**src/rtl/button_debounce_array_if.sv**
```systemverilog
`default_nettype none
// ============================================================================
// Module      : button_debounce_array_if
// Description : Bundles the raw button inputs and the per-channel debounce
//               event outputs of button_debounce_array.
// Revision    : 1.0 - initial release
// ============================================================================
interface button_debounce_array_if #(
    parameter int N_CH = 5
);
    logic [N_CH-1:0] i_button;
    logic [N_CH-1:0] o_level;
    logic [N_CH-1:0] o_press;
    logic [N_CH-1:0] o_release;
    logic [N_CH-1:0] o_hold;
    logic [N_CH-1:0] o_repeat;
    logic            o_any_press;

    // Environment side: drives raw buttons, observes events
    modport master (
        output i_button,
        input  o_level,
        input  o_press,
        input  o_release,
        input  o_hold,
        input  o_repeat,
        input  o_any_press
    );

    // Debouncer side: samples raw buttons, produces events
    modport slave (
        input  i_button,
        output o_level,
        output o_press,
        output o_release,
        output o_hold,
        output o_repeat,
        output o_any_press
    );
endinterface
`default_nettype wire

```
**src/rtl/button_debounce_array.sv**
```systemverilog
`default_nettype none
// ============================================================================
// Module      : button_debounce_array
// Description : N_CH independent button debouncers. Each channel synchronises
//               its raw input, debounces press/release with a 4-state FSM and
//               generates press, release, long-press and auto-repeat pulses.
// Revision    : 1.0 - initial release
// ============================================================================
module button_debounce_array #(
    parameter int N_CH         = 5,
    parameter int DEB_COUNT    = 1000000,
    parameter int HOLD_COUNT   = 50000000,
    parameter int REPEAT_COUNT = 10000000,
    parameter int REPEAT_EN    = 1
) (
    input  wire logic             i_clk,
    input  wire logic             i_rst,
    button_debounce_array_if.slave bus
);

    localparam int c_DEB_W  = $clog2(DEB_COUNT) + 1;
    localparam int c_HOLD_W = $clog2(HOLD_COUNT) + 1;
    localparam int c_REP_W  = $clog2(REPEAT_COUNT) + 1;

    localparam logic [c_DEB_W-1:0]  c_DEB_ONE  = c_DEB_W'(1);
    localparam logic [c_DEB_W-1:0]  c_DEB_LAST = c_DEB_W'(DEB_COUNT - 1);
    localparam logic [c_HOLD_W-1:0] c_HOLD_ONE  = c_HOLD_W'(1);
    localparam logic [c_HOLD_W-1:0] c_HOLD_LAST = c_HOLD_W'(HOLD_COUNT - 1);
    localparam logic [c_HOLD_W-1:0] c_HOLD_MAX  = c_HOLD_W'(HOLD_COUNT);
    localparam logic [c_REP_W-1:0]  c_REP_ONE  = c_REP_W'(1);
    localparam logic [c_REP_W-1:0]  c_REP_LAST = c_REP_W'(REPEAT_COUNT - 1);
    localparam logic                c_REP_ON   = (REPEAT_EN != 0);

    localparam logic [1:0] S_IDLE         = 2'd0;
    localparam logic [1:0] S_PRESS_WAIT   = 2'd1;
    localparam logic [1:0] S_PRESSED      = 2'd2;
    localparam logic [1:0] S_RELEASE_WAIT = 2'd3;

    logic [N_CH-1:0] w_press_evt;
    logic [N_CH-1:0] w_level;
    logic [N_CH-1:0] w_press;
    logic [N_CH-1:0] w_release;
    logic [N_CH-1:0] w_hold;
    logic [N_CH-1:0] w_repeat;
    logic            r_any_press;

    generate
        for (genvar ch = 0; ch < N_CH; ch++) begin : g_ch
            logic [1:0]          r_sync;
            logic [1:0]          r_state;
            logic [c_DEB_W-1:0]  r_deb;
            logic [c_HOLD_W-1:0] r_hold_cnt;
            logic [c_REP_W-1:0]  r_rep_cnt;
            logic                r_press;
            logic                r_release;
            logic                r_hold;
            logic                r_repeat;

            logic w_sync;
            logic w_in_level;
            logic w_release_evt;
            logic w_hold_done;
            logic w_hold_evt;
            logic w_repeat_evt;

            assign w_sync     = r_sync[1];
            assign w_in_level = (r_state == S_PRESSED) || (r_state == S_RELEASE_WAIT);

            // Debounce completions: the counter already holds DEB_COUNT-1
            // consecutive samples, so this sample is the DEB_COUNT-th.
            assign w_press_evt[ch] = (r_state == S_PRESS_WAIT) && w_sync &&
                                     (r_deb == c_DEB_LAST);
            assign w_release_evt   = (r_state == S_RELEASE_WAIT) && !w_sync &&
                                     (r_deb == c_DEB_LAST);

            // A release completing in the same cycle wins over hold/repeat
            assign w_hold_done  = (r_hold_cnt == c_HOLD_MAX);
            assign w_hold_evt   = w_in_level && (r_hold_cnt == c_HOLD_LAST) &&
                                  !w_release_evt;
            assign w_repeat_evt = c_REP_ON && w_in_level && w_hold_done &&
                                  (r_rep_cnt == c_REP_LAST) && !w_release_evt;

            // Synchroniser, debounce FSM, hold/repeat counters and pulse registers
            always_ff @(posedge i_clk) begin
                if (i_rst) begin
                    r_sync     <= 2'b00;
                    r_state    <= S_IDLE;
                    r_deb      <= '0;
                    r_hold_cnt <= '0;
                    r_rep_cnt  <= '0;
                    r_press    <= 1'b0;
                    r_release  <= 1'b0;
                    r_hold     <= 1'b0;
                    r_repeat   <= 1'b0;
                end else begin
                    r_sync    <= {r_sync[0], bus.i_button[ch]};
                    r_press   <= w_press_evt[ch];
                    r_release <= w_release_evt;
                    r_hold    <= w_hold_evt;
                    r_repeat  <= w_repeat_evt;

                    case (r_state)
                        S_IDLE: begin
                            if (w_sync) begin
                                r_state <= S_PRESS_WAIT;
                                r_deb   <= c_DEB_ONE;
                            end else begin
                                r_deb   <= '0;
                            end
                        end
                        S_PRESS_WAIT: begin
                            if (!w_sync) begin
                                r_state <= S_IDLE;
                                r_deb   <= '0;
                            end else if (r_deb == c_DEB_LAST) begin
                                r_state <= S_PRESSED;
                                r_deb   <= '0;
                            end else begin
                                r_deb   <= r_deb + c_DEB_ONE;
                            end
                        end
                        S_PRESSED: begin
                            if (!w_sync) begin
                                r_state <= S_RELEASE_WAIT;
                                r_deb   <= c_DEB_ONE;
                            end
                        end
                        S_RELEASE_WAIT: begin
                            if (w_sync) begin
                                // Short low glitch: back to pressed silently
                                r_state <= S_PRESSED;
                                r_deb   <= '0;
                            end else if (r_deb == c_DEB_LAST) begin
                                r_state <= S_IDLE;
                                r_deb   <= '0;
                            end else begin
                                r_deb   <= r_deb + c_DEB_ONE;
                            end
                        end
                        default: begin
                            r_state <= S_IDLE;
                            r_deb   <= '0;
                        end
                    endcase

                    // Hold counter saturates at HOLD_COUNT; repeat counter only
                    // runs once the hold point has been reached.
                    if (!w_in_level || w_release_evt) begin
                        r_hold_cnt <= '0;
                        r_rep_cnt  <= '0;
                    end else begin
                        if (!w_hold_done) begin
                            r_hold_cnt <= r_hold_cnt + c_HOLD_ONE;
                        end
                        if (w_hold_evt) begin
                            r_rep_cnt <= '0;
                        end else if (w_hold_done) begin
                            r_rep_cnt <= (r_rep_cnt == c_REP_LAST) ? '0 : r_rep_cnt + c_REP_ONE;
                        end
                    end
                end
            end

            assign w_level[ch]   = w_in_level;
            assign w_press[ch]   = r_press;
            assign w_release[ch] = r_release;
            assign w_hold[ch]    = r_hold;
            assign w_repeat[ch]  = r_repeat;
        end
    endgenerate

    // Any-press flag registered from the same events as the per-channel press bits
    always_ff @(posedge i_clk) begin
        if (i_rst) begin
            r_any_press <= 1'b0;
        end else begin
            r_any_press <= |w_press_evt;
        end
    end

    assign bus.o_level     = w_level;
    assign bus.o_press     = w_press;
    assign bus.o_release   = w_release;
    assign bus.o_hold      = w_hold;
    assign bus.o_repeat    = w_repeat;
    assign bus.o_any_press = r_any_press;

endmodule
`default_nettype wire

```
**src/flat_wrapper.sv**
```systemverilog
// flat-port wrapper written by rule: the top's interface ports become plain ports
module button_debounce_array_flat 
#(
    parameter int N_CH         = 5,
    parameter int DEB_COUNT    = 1000000,
    parameter int HOLD_COUNT   = 50000000,
    parameter int REPEAT_COUNT = 10000000,
    parameter int REPEAT_EN    = 1
)
  (i_clk, i_rst, bus_i_button, bus_o_level, bus_o_press, bus_o_release, bus_o_hold, bus_o_repeat, bus_o_any_press);
  button_debounce_array_if #(.N_CH(N_CH)) bus_i ();
  input  wire logic i_clk;
  input  wire logic i_rst;
  input wire logic [$bits(bus_i.i_button)-1:0] bus_i_button;
  output wire logic [$bits(bus_i.o_level)-1:0] bus_o_level;
  output wire logic [$bits(bus_i.o_press)-1:0] bus_o_press;
  output wire logic [$bits(bus_i.o_release)-1:0] bus_o_release;
  output wire logic [$bits(bus_i.o_hold)-1:0] bus_o_hold;
  output wire logic [$bits(bus_i.o_repeat)-1:0] bus_o_repeat;
  output wire logic [$bits(bus_i.o_any_press)-1:0] bus_o_any_press;
  assign bus_i.i_button = bus_i_button;
  assign bus_o_level = bus_i.o_level;
  assign bus_o_press = bus_i.o_press;
  assign bus_o_release = bus_i.o_release;
  assign bus_o_hold = bus_i.o_hold;
  assign bus_o_repeat = bus_i.o_repeat;
  assign bus_o_any_press = bus_i.o_any_press;
  button_debounce_array #(.N_CH(N_CH), .DEB_COUNT(DEB_COUNT), .HOLD_COUNT(HOLD_COUNT), .REPEAT_COUNT(REPEAT_COUNT), .REPEAT_EN(REPEAT_EN)) u_core (.i_clk(i_clk), .i_rst(i_rst), .bus(bus_i));
endmodule
```
**config.mk**
```make
export PLATFORM = sky130hd
export DESIGN_NAME = button_debounce_array_flat
export DESIGN_NICKNAME = d
export VERILOG_FILES = /design/src/rtl/button_debounce_array_if.sv /design/src/rtl/button_debounce_array.sv /design/src/flat_wrapper.sv
export SDC_FILE = /design/constraint.sdc
export NUM_CORES = 1
export LEC_CHECK = 0
export CAP_MARGIN = 20
export CORE_MARGIN = 2
export CORE_UTILIZATION = 57
export DETAILED_ROUTE_END_ITERATION = 8
export HOLD_SLACK_MARGIN = 0.12
export PLACE_DENSITY = 0.77
export SLEW_MARGIN = 20
export SYNTH_ARGS = -nofsm -noshare
export SYNTH_HDL_FRONTEND = slang
export SYNTH_SLANG_ARGS = --single-unit
```
**constraint.sdc**
```tcl
create_clock -name i_clk -period 2.3 [get_ports i_clk]
set_input_delay 0.575 -clock i_clk [delete_from_list [all_inputs] [get_ports i_clk]]
set_output_delay 0.575 -clock i_clk [all_outputs]
set_load 0.01 [all_outputs]
```
==> results of run 1 <==
registers in the layout (all words and copies together) (netlist names), named ones only:
signal,count
u_core.g_ch.r_sync,10
u_core.g_ch.r_state,5
u_core.g_ch.r_release,5
u_core.g_ch.r_repeat,5
u_core.g_ch.r_hold,5
u_core.g_ch.r_deb,105
u_core.g_ch.r_hold_cnt,135
u_core.g_ch.r_rep_cnt,125
u_core.bus.o_any_press,1
u_core.g_ch.r_press,5
cell usage in the layout (no fill, tap or decap), types with 6 or more instances in the layout:
cell type        instances
or3_1                   36
nor4bb_1                 9
nand4b_1                 6
or2_2                    9
nand4_1                139
a21oi_1                 67
and4_1                  39
clkbuf_16               45
xor2_1                 119
or4b_2                   9
dfxtp_1                402
nor4_1                  98
nor3b_1                  7
ha_1                    19
nor2_1                 331
xnor2_1                165
clkbuf_8                 6
bufinv_16               11
a31oi_1                 11
clkdlybuf4s50_1         30
buf_4                  117
or4_1                   24
nor2b_1                 23
nor4b_1                 25
and3b_1                 10
clkinvlp_4               6
mux2i_1                  7
and3_1                  50
nand2b_1                23
nand2_1                168
nor3_1                  96
inv_1                   51
nand3_1                127
o21ai_0                 49
o31ai_1                  7
nand3b_1                27
and2_1                  31
a21o_1                   7
nor4_2                  16
worst max-delay path by stage:
stage                                               to  slack, ps  cells after the start
after global placement     u_core.g_ch[1].r_rep_cnt[8]         80                      5
after floorplan            u_core.g_ch[1].r_rep_cnt[8]          5                      6
after detailed placement  u_core.g_ch[1].r_rep_cnt[10]         50                      6
final                     u_core.g_ch[1].r_rep_cnt[12]         50                      6
after global routing      u_core.g_ch[1].r_rep_cnt[16]        -50                      6
after CTS                               bus_o_level[0]          6                      1
cell families (layout without fill, tap and decap cells):
group                    after synthesis  after routing
AND/OR/NAND/NOR                     1330           1331
flip-flops                           406            406
AO/OA/AOI/OAI                        176            176
buffers and inverters                199            282
multiplexers                           7              7
XOR/XNOR                             284            284
adder cells (fa/ha/maj)               20             20
worst register-to-register path: stages, from the launching register on:
cell and delay, ps:
dfxtp_2 340, or4_4 560, or4_4 530, buf_4 180, nor4_1 320, xnor2_1 160
nor2_1 50
report_power, final:
part / total, uW / internal, uW / switching, uW
logic: 63.7 / 31.4 / 32.3
registers: 7060 / 7040 / 15.2
clock network: 7910 / 5020 / 2890
total: 15000 / 12100 / 2940
cell type report:
type,count,area share (%)
Sequential cell,406,35.3
Inverter,51,0.831
Timing Repair Buffer,152,5.45
Clock buffer,55,5.31
Multi-Input combinational cell,1818,48.8
Clock inverter,24,1.83
Tap cell,455,2.47
stage by stage:
stage          util [%]  area (um2)
2_1_floorplan         -       20100
3_3_place_gp       61.2       21200
3_5_place_dp       61.2       21200
4_1_cts            66.0       22900
5_1_grt            66.5       23000
6_report           66.5       23000
what timing repair did:
action / CTS / global route
hold endpoints to repair: 0 / 0
gates resized for setup: 0 / 31
setup endpoints to repair: 0 / 96
buffers inserted: 0 / 3
layer usage:
metal / GRT usage (%) / up-vias / wire length [um]
met2: 39.2 / 405 / 20900
li1: - / 8683 / -
met5: 0 / - / 0
met4: 6.86 / 0 / 931
met1: 32.1 / 8219 / 20500
met3: 3.27 / 70 / 1830
==> results.toml, run 1 <==
[outcome]
result_of_the_run = "completed"

[worst_setup_path]
worst_ep_required_time_ps = 2740
crit_chain = "or4_4, or4_4, buf_4, nor4_1, xnor2_1, nor2_1"
critical_path.reg2reg.startpoint = "u_core.g_ch[1].r_hold_cnt[11]"
reg2reg_depth = 6
critical_path_buf_inv_count = 1
critPathMaxStageDelay_ps = 560
worstSetupPathType = "flip-flop to flip-flop"
critical_path.most_common_cell = "or4_4"
worstPathArrival_ps = 2680
start_kind = "flip-flop"
timing.critical_path.from = "u_core.g_ch[1].r_hold_cnt[11]"
cp_max_fo = 6
r2r_setup_slack_ps = 50
timing.rr.end = "u_core.g_ch[1].r_rep_cnt[12]"
crit_path_top_delay_cell = "or4_4"
path_delay_family = "simple AND/OR/NAND/NOR gates"
worstSetupEndpointType = "flip-flop"

[routing]
route.detailed.vias_per_inst = 5.87
drt_drc_violations_left = 0
drt_iter0_drc = 1295
antenna_left = 0
detail_route.first_pass.iterations = 5
vias = 17400
postRouteWirelength_um = 44100
route.detailed.wl_per_inst_um = 14.9

[floorplan]
coreArea_mm2 = 0.0346
die_area_mm2 = 0.0368
rows = 68
start_util_pct = 58.1
chip_height_um = 192
die_x_um = 192
top_level_ports = 33

[cts]
clkLatencyLatePin_ps = 550
tritoncts.num_buffers = 44
cts_buffer_depth = 3
h-tree-depth = 2
clkSinkCount = 406
cts_root_buffer = "clkbuf_16"
cts_tree = "yes"
cts_hold_buffers = 0
path_clk_slew_ps = 60

[logic_synthesis]
synthMuxAreaShare_pct = 0.349
synth_top_family_by_area = "simple AND/OR/NAND/NOR gates"
syn-mean-instance-area_um2 = 8.30
syn_area_mm2 = 0.0201
synth_enable_flop_cells = 0
yosysSeqAreaShare_pct = 40.4
yosys-top-cells-area = "dfxtp_1 (40%), xnor2_1 (7.2%), nor2_1 (6.2%)"
yosysWarningCount = 0
synth_top_area_share_pct = 40.4
synth.most_common_cell = "dfxtp_1"
synth_compound_area_share_pct = 5.19
synth.ff_latch_count = 406
post_synth_inst_count = 2422
synth_simple_gate_area_share_pct = 35.9
synth.distinct_cells = 69
synth-adder-area-share_pct = 1.24
post-synth-top-area-cell = "dfxtp_1"
syn_nets = 2449
yosys.area_share.xor_xnor_pct = 12.4
list_of_most_frequent_post_synthesis_cells = "dfxtp_1 (406), nor2_1 (332), nand2_1 (168)"
synthArstFlopShare_pct = 0
ys_dominant_reg_cell = "dfxtp_1"

[finish]
area.sequential_mm2 = 0.00813
num-fill-cells = 2784
multi_input_area_mm2 = 0.0112
area_delta_synth_final_pct = 14.6
finalNetCount = 2500
post_layout_nonfiller_instances = 2961
share_of_final_layout_standard_cells_stronger_than_drive_strength_1_pct = 10.4
antenna_cells = 0

[power]
finalPower_uw = 15000
power.static_leakage_uw = 0.00700
cellPowerDensity_mw_per_mm2 = 652
ir_drop_mv = 0.631

[global_routing]
wire_length_of_the_first_global_routing_pass_um = 74900
first_global_vias = 16200
antenna_violations_before_repair = 0
grt_start_max_net_pins = 54
groute.usage.overall_pct = 23.7
grt.overflow.total = 0

[sta]
fin_worst_skew_ps = 12.2
finalCriticalPeriod_ps = 2250
final_max_slew_viol_count = 0
setup_total_negative_slack_ps = 0
setup_violations = 0
worst_slew_margin_rel_pct = 57.2
post-route-worst-setup-slack_ps = 52.3
achievable-frequency_mhz = 445
final_min_period_over_clock_period_pct = 97.7
hold-worst-slack_ps = 412
worst-slew-pin-transition_ps = 636
hold_violations = 0
rsz0062_at_grt = "yes"

[placement]
preCtsSetupSlack_ps = 52.0
detailedPlacementHpwl_um = 29900
io_buffers = 32
gp_congestion = 0.890
place.detailed.instances = 2878

[min_path]
min_delay_path_depth = 2
hold_path_startpoint = "i_rst"
holdCritPathClass = "input pin to flip-flop"

[flow_run]
max_cap_viol_count = 0
No activity file was read; power rests on OpenSTA's default activity.
==> run 2: changes to the inputs <==
--- a/config.mk
+++ b/config.mk
@@ -11,6 +11,7 @@
 export DETAILED_ROUTE_END_ITERATION = 8
 export HOLD_SLACK_MARGIN = 0.12
 export PLACE_DENSITY = 0.77
+export RECOVER_POWER = 50
 export SLEW_MARGIN = 20
 export SYNTH_ARGS = -nofsm -noshare
 export SYNTH_HDL_FRONTEND = slang
==> constraint.sdc (replaced) <==
create_clock -name i_clk -period 2.3 [get_ports i_clk]
set_input_delay 0.575 -clock i_clk [delete_from_list [all_inputs] [get_ports i_clk]]
set_output_delay 0.575 -clock i_clk [all_outputs]
set_load 0.1 [all_outputs]
==> results.toml, run 2 (synthesis results as in run 1) <==
[routing]
postRouteWirelength_um = 43700
detail_route.first_pass.iterations = 5
route.detailed.wl_per_inst_um = 14.8
antenna_left = 0
route.detailed.vias_per_inst = 5.86
drt_iter0_drc = 1220
drt_drc_violations_left = 0
vias = 17300

[global_routing]
grt.overflow.total = 0
groute.usage.overall_pct = 23.7
antenna_violations_before_repair = 0
grt_start_max_net_pins = 54
first_global_vias = 16200
wire_length_of_the_first_global_routing_pass_um = 74700

[sta]
hold_violations = 0
rsz0062_at_grt = "yes"
finalCriticalPeriod_ps = 2240
worst_slew_margin_rel_pct = 39.7
achievable-frequency_mhz = 446
fin_worst_skew_ps = 19.6
setup_total_negative_slack_ps = 0
final_max_slew_viol_count = 0
post-route-worst-setup-slack_ps = 58.3
final_min_period_over_clock_period_pct = 97.5
setup_violations = 0
worst-slew-pin-transition_ps = 905

[worst_setup_path]
r2r_setup_slack_ps = 60
worstSetupEndpointType = "flip-flop"
reg2reg_depth = 5
cp_max_fo = 4
start_kind = "flip-flop"
worstSetupPathType = "flip-flop to flip-flop"
worstPathArrival_ps = 2680
critical_path.reg2reg.startpoint = "u_core.g_ch[1].r_hold_cnt[11]"
worst_ep_required_time_ps = 2740
timing.rr.end = "u_core.g_ch[1].r_rep_cnt[8]"

[cts]
cts_root_buffer = "clkbuf_16"
h-tree-depth = 2
tritoncts.num_buffers = 44
cts_buffer_depth = 3
cts_tree = "yes"
path_clk_slew_ps = 60
clkSinkCount = 406
clkLatencyLatePin_ps = 550
cts_hold_buffers = 0

[finish]
share_of_final_layout_standard_cells_stronger_than_drive_strength_1_pct = 10.4
antenna_cells = 0
most-common-layout-cells = "dfxtp_1 (405), nor2_1 (331), nand2_1 (168), xnor2_1 (165), nand4_1 (139)"
layout_commonest_cell = "dfxtp_1"
num-fill-cells = 2805
max_flop_register = "u_core.g_ch.r_hold_cnt"
area_delta_synth_final_pct = 12.8
registers_with_the_highest_flip_flop_counts = "u_core.g_ch.r_hold_cnt (135), u_core.g_ch.r_rep_cnt (125), u_core.g_ch.r_deb (105)"
finalNetCount = 2495
largest_reg_flops = 135

[placement]
gp_congestion = 0.893
preCtsSetupSlack_ps = 28.3
detailedPlacementHpwl_um = 29700
io_buffers = 32

[floorplan]
top_level_ports = 33
rows = 68
die_area_mm2 = 0.0368
start_util_pct = 58.1
coreArea_mm2 = 0.0346
die_x_um = 192
chip_height_um = 192

[power]
cellPowerDensity_mw_per_mm2 = 633
ir_drop_mv = 0.554
power.static_leakage_uw = 0.00699

[outcome]
result_of_the_run = "completed"

[flow_run]
max_cap_viol_count = 0

[min_path]
holdCritPathClass = "input pin to flip-flop"
min_delay_path_depth = 2
hold_path_startpoint = "i_rst"
[run 2: metrics by stage]
stage,util [%],total power (uW),hold slack [ps],area [um2],std cells
2_1_floorplan,-,7250,414,20100,2422
5_1_grt,65.5,14800,410,22700,2958
4_1_cts,65.5,14500,391,22700,2958
6_report,65.5,14400,403,22700,2958
3_5_place_dp,61.2,7280,426,21200,2877
3_3_place_gp,61.2,7280,420,21200,2877
[run 2: area by class of cell]
class | instances | area (um2) | area share [%]
clock buffer | 62 | 1290 | 5.69
clock inverter | 19 | 213 | 0.938
inverter | 51 | 191 | 0.844
multi-input combinational | 1817 | 11200 | 49.5
sequential | 406 | 8130 | 35.8
tap | 455 | 569 | 2.51
timing repair buffer | 148 | 1060 | 4.69
[run 2: worst max path at each step]
| stage | start | endpoint | slack [ps] | cells past startpoint |
|---|---|---|---|---|
| 2_1_floorplan | u_core.g_ch[1].r_hold_cnt[11] | u_core.g_ch[1].r_rep_cnt[8] | 5 | 6 |
| 3_3_place_gp | u_core.g_ch[1].r_hold_cnt[11] | u_core.g_ch[1].r_rep_cnt[16] | 80 | 6 |
| 3_5_place_dp | u_core.g_ch[1].r_hold_cnt[11] | u_core.g_ch[1].r_rep_cnt[14] | 30 | 6 |
| 4_1_cts | u_core.g_ch[4].r_deb[6] | u_core.g_ch[4].r_rep_cnt[19] | 5 | 6 |
| 5_1_grt | u_core.g_ch[2].r_hold_cnt[0] | u_core.g_ch[2].r_rep_cnt[23] | -50 | 8 |
| 6_report | u_core.g_ch[1].r_hold_cnt[11] | u_core.g_ch[1].r_rep_cnt[8] | 60 | 5 |
[run 2: report_power, final]
part / switching [uW] / internal (uW) / leakage [uW]
sequential: 15.2 / 7040 / 0.00327
clock: 2860 / 4370 / 0.000748
combinational: 31.1 / 30.6 / 0.00297
[run 2: worst max-delay path, cell delays in order (launching register included)]
cell and delay [ps]:
dfxtp_2 340, or4_4 560, or4_4 530, or4_4 490, xor2_1 180, nor2_2 40
[run 2: per-layer routing]
layer  vias to the layer above  part of all wire [%]  track usage, %
met5                         -                     0               0
met1                      8170                    46            31.9
met3                        65                   4.6            3.20
met2                       397                    48            40.0
li1                       8695                     -               -
met4                         0                   1.6            6.01
[run 2: what timing repair did]
| item | in CTS | in global routing |
|---|---|---|
| setup buffers | 0 | 0 |
| endpoints found under the setup margin | 0 | 91 |
| gates resized for setup | 0 | 23 |
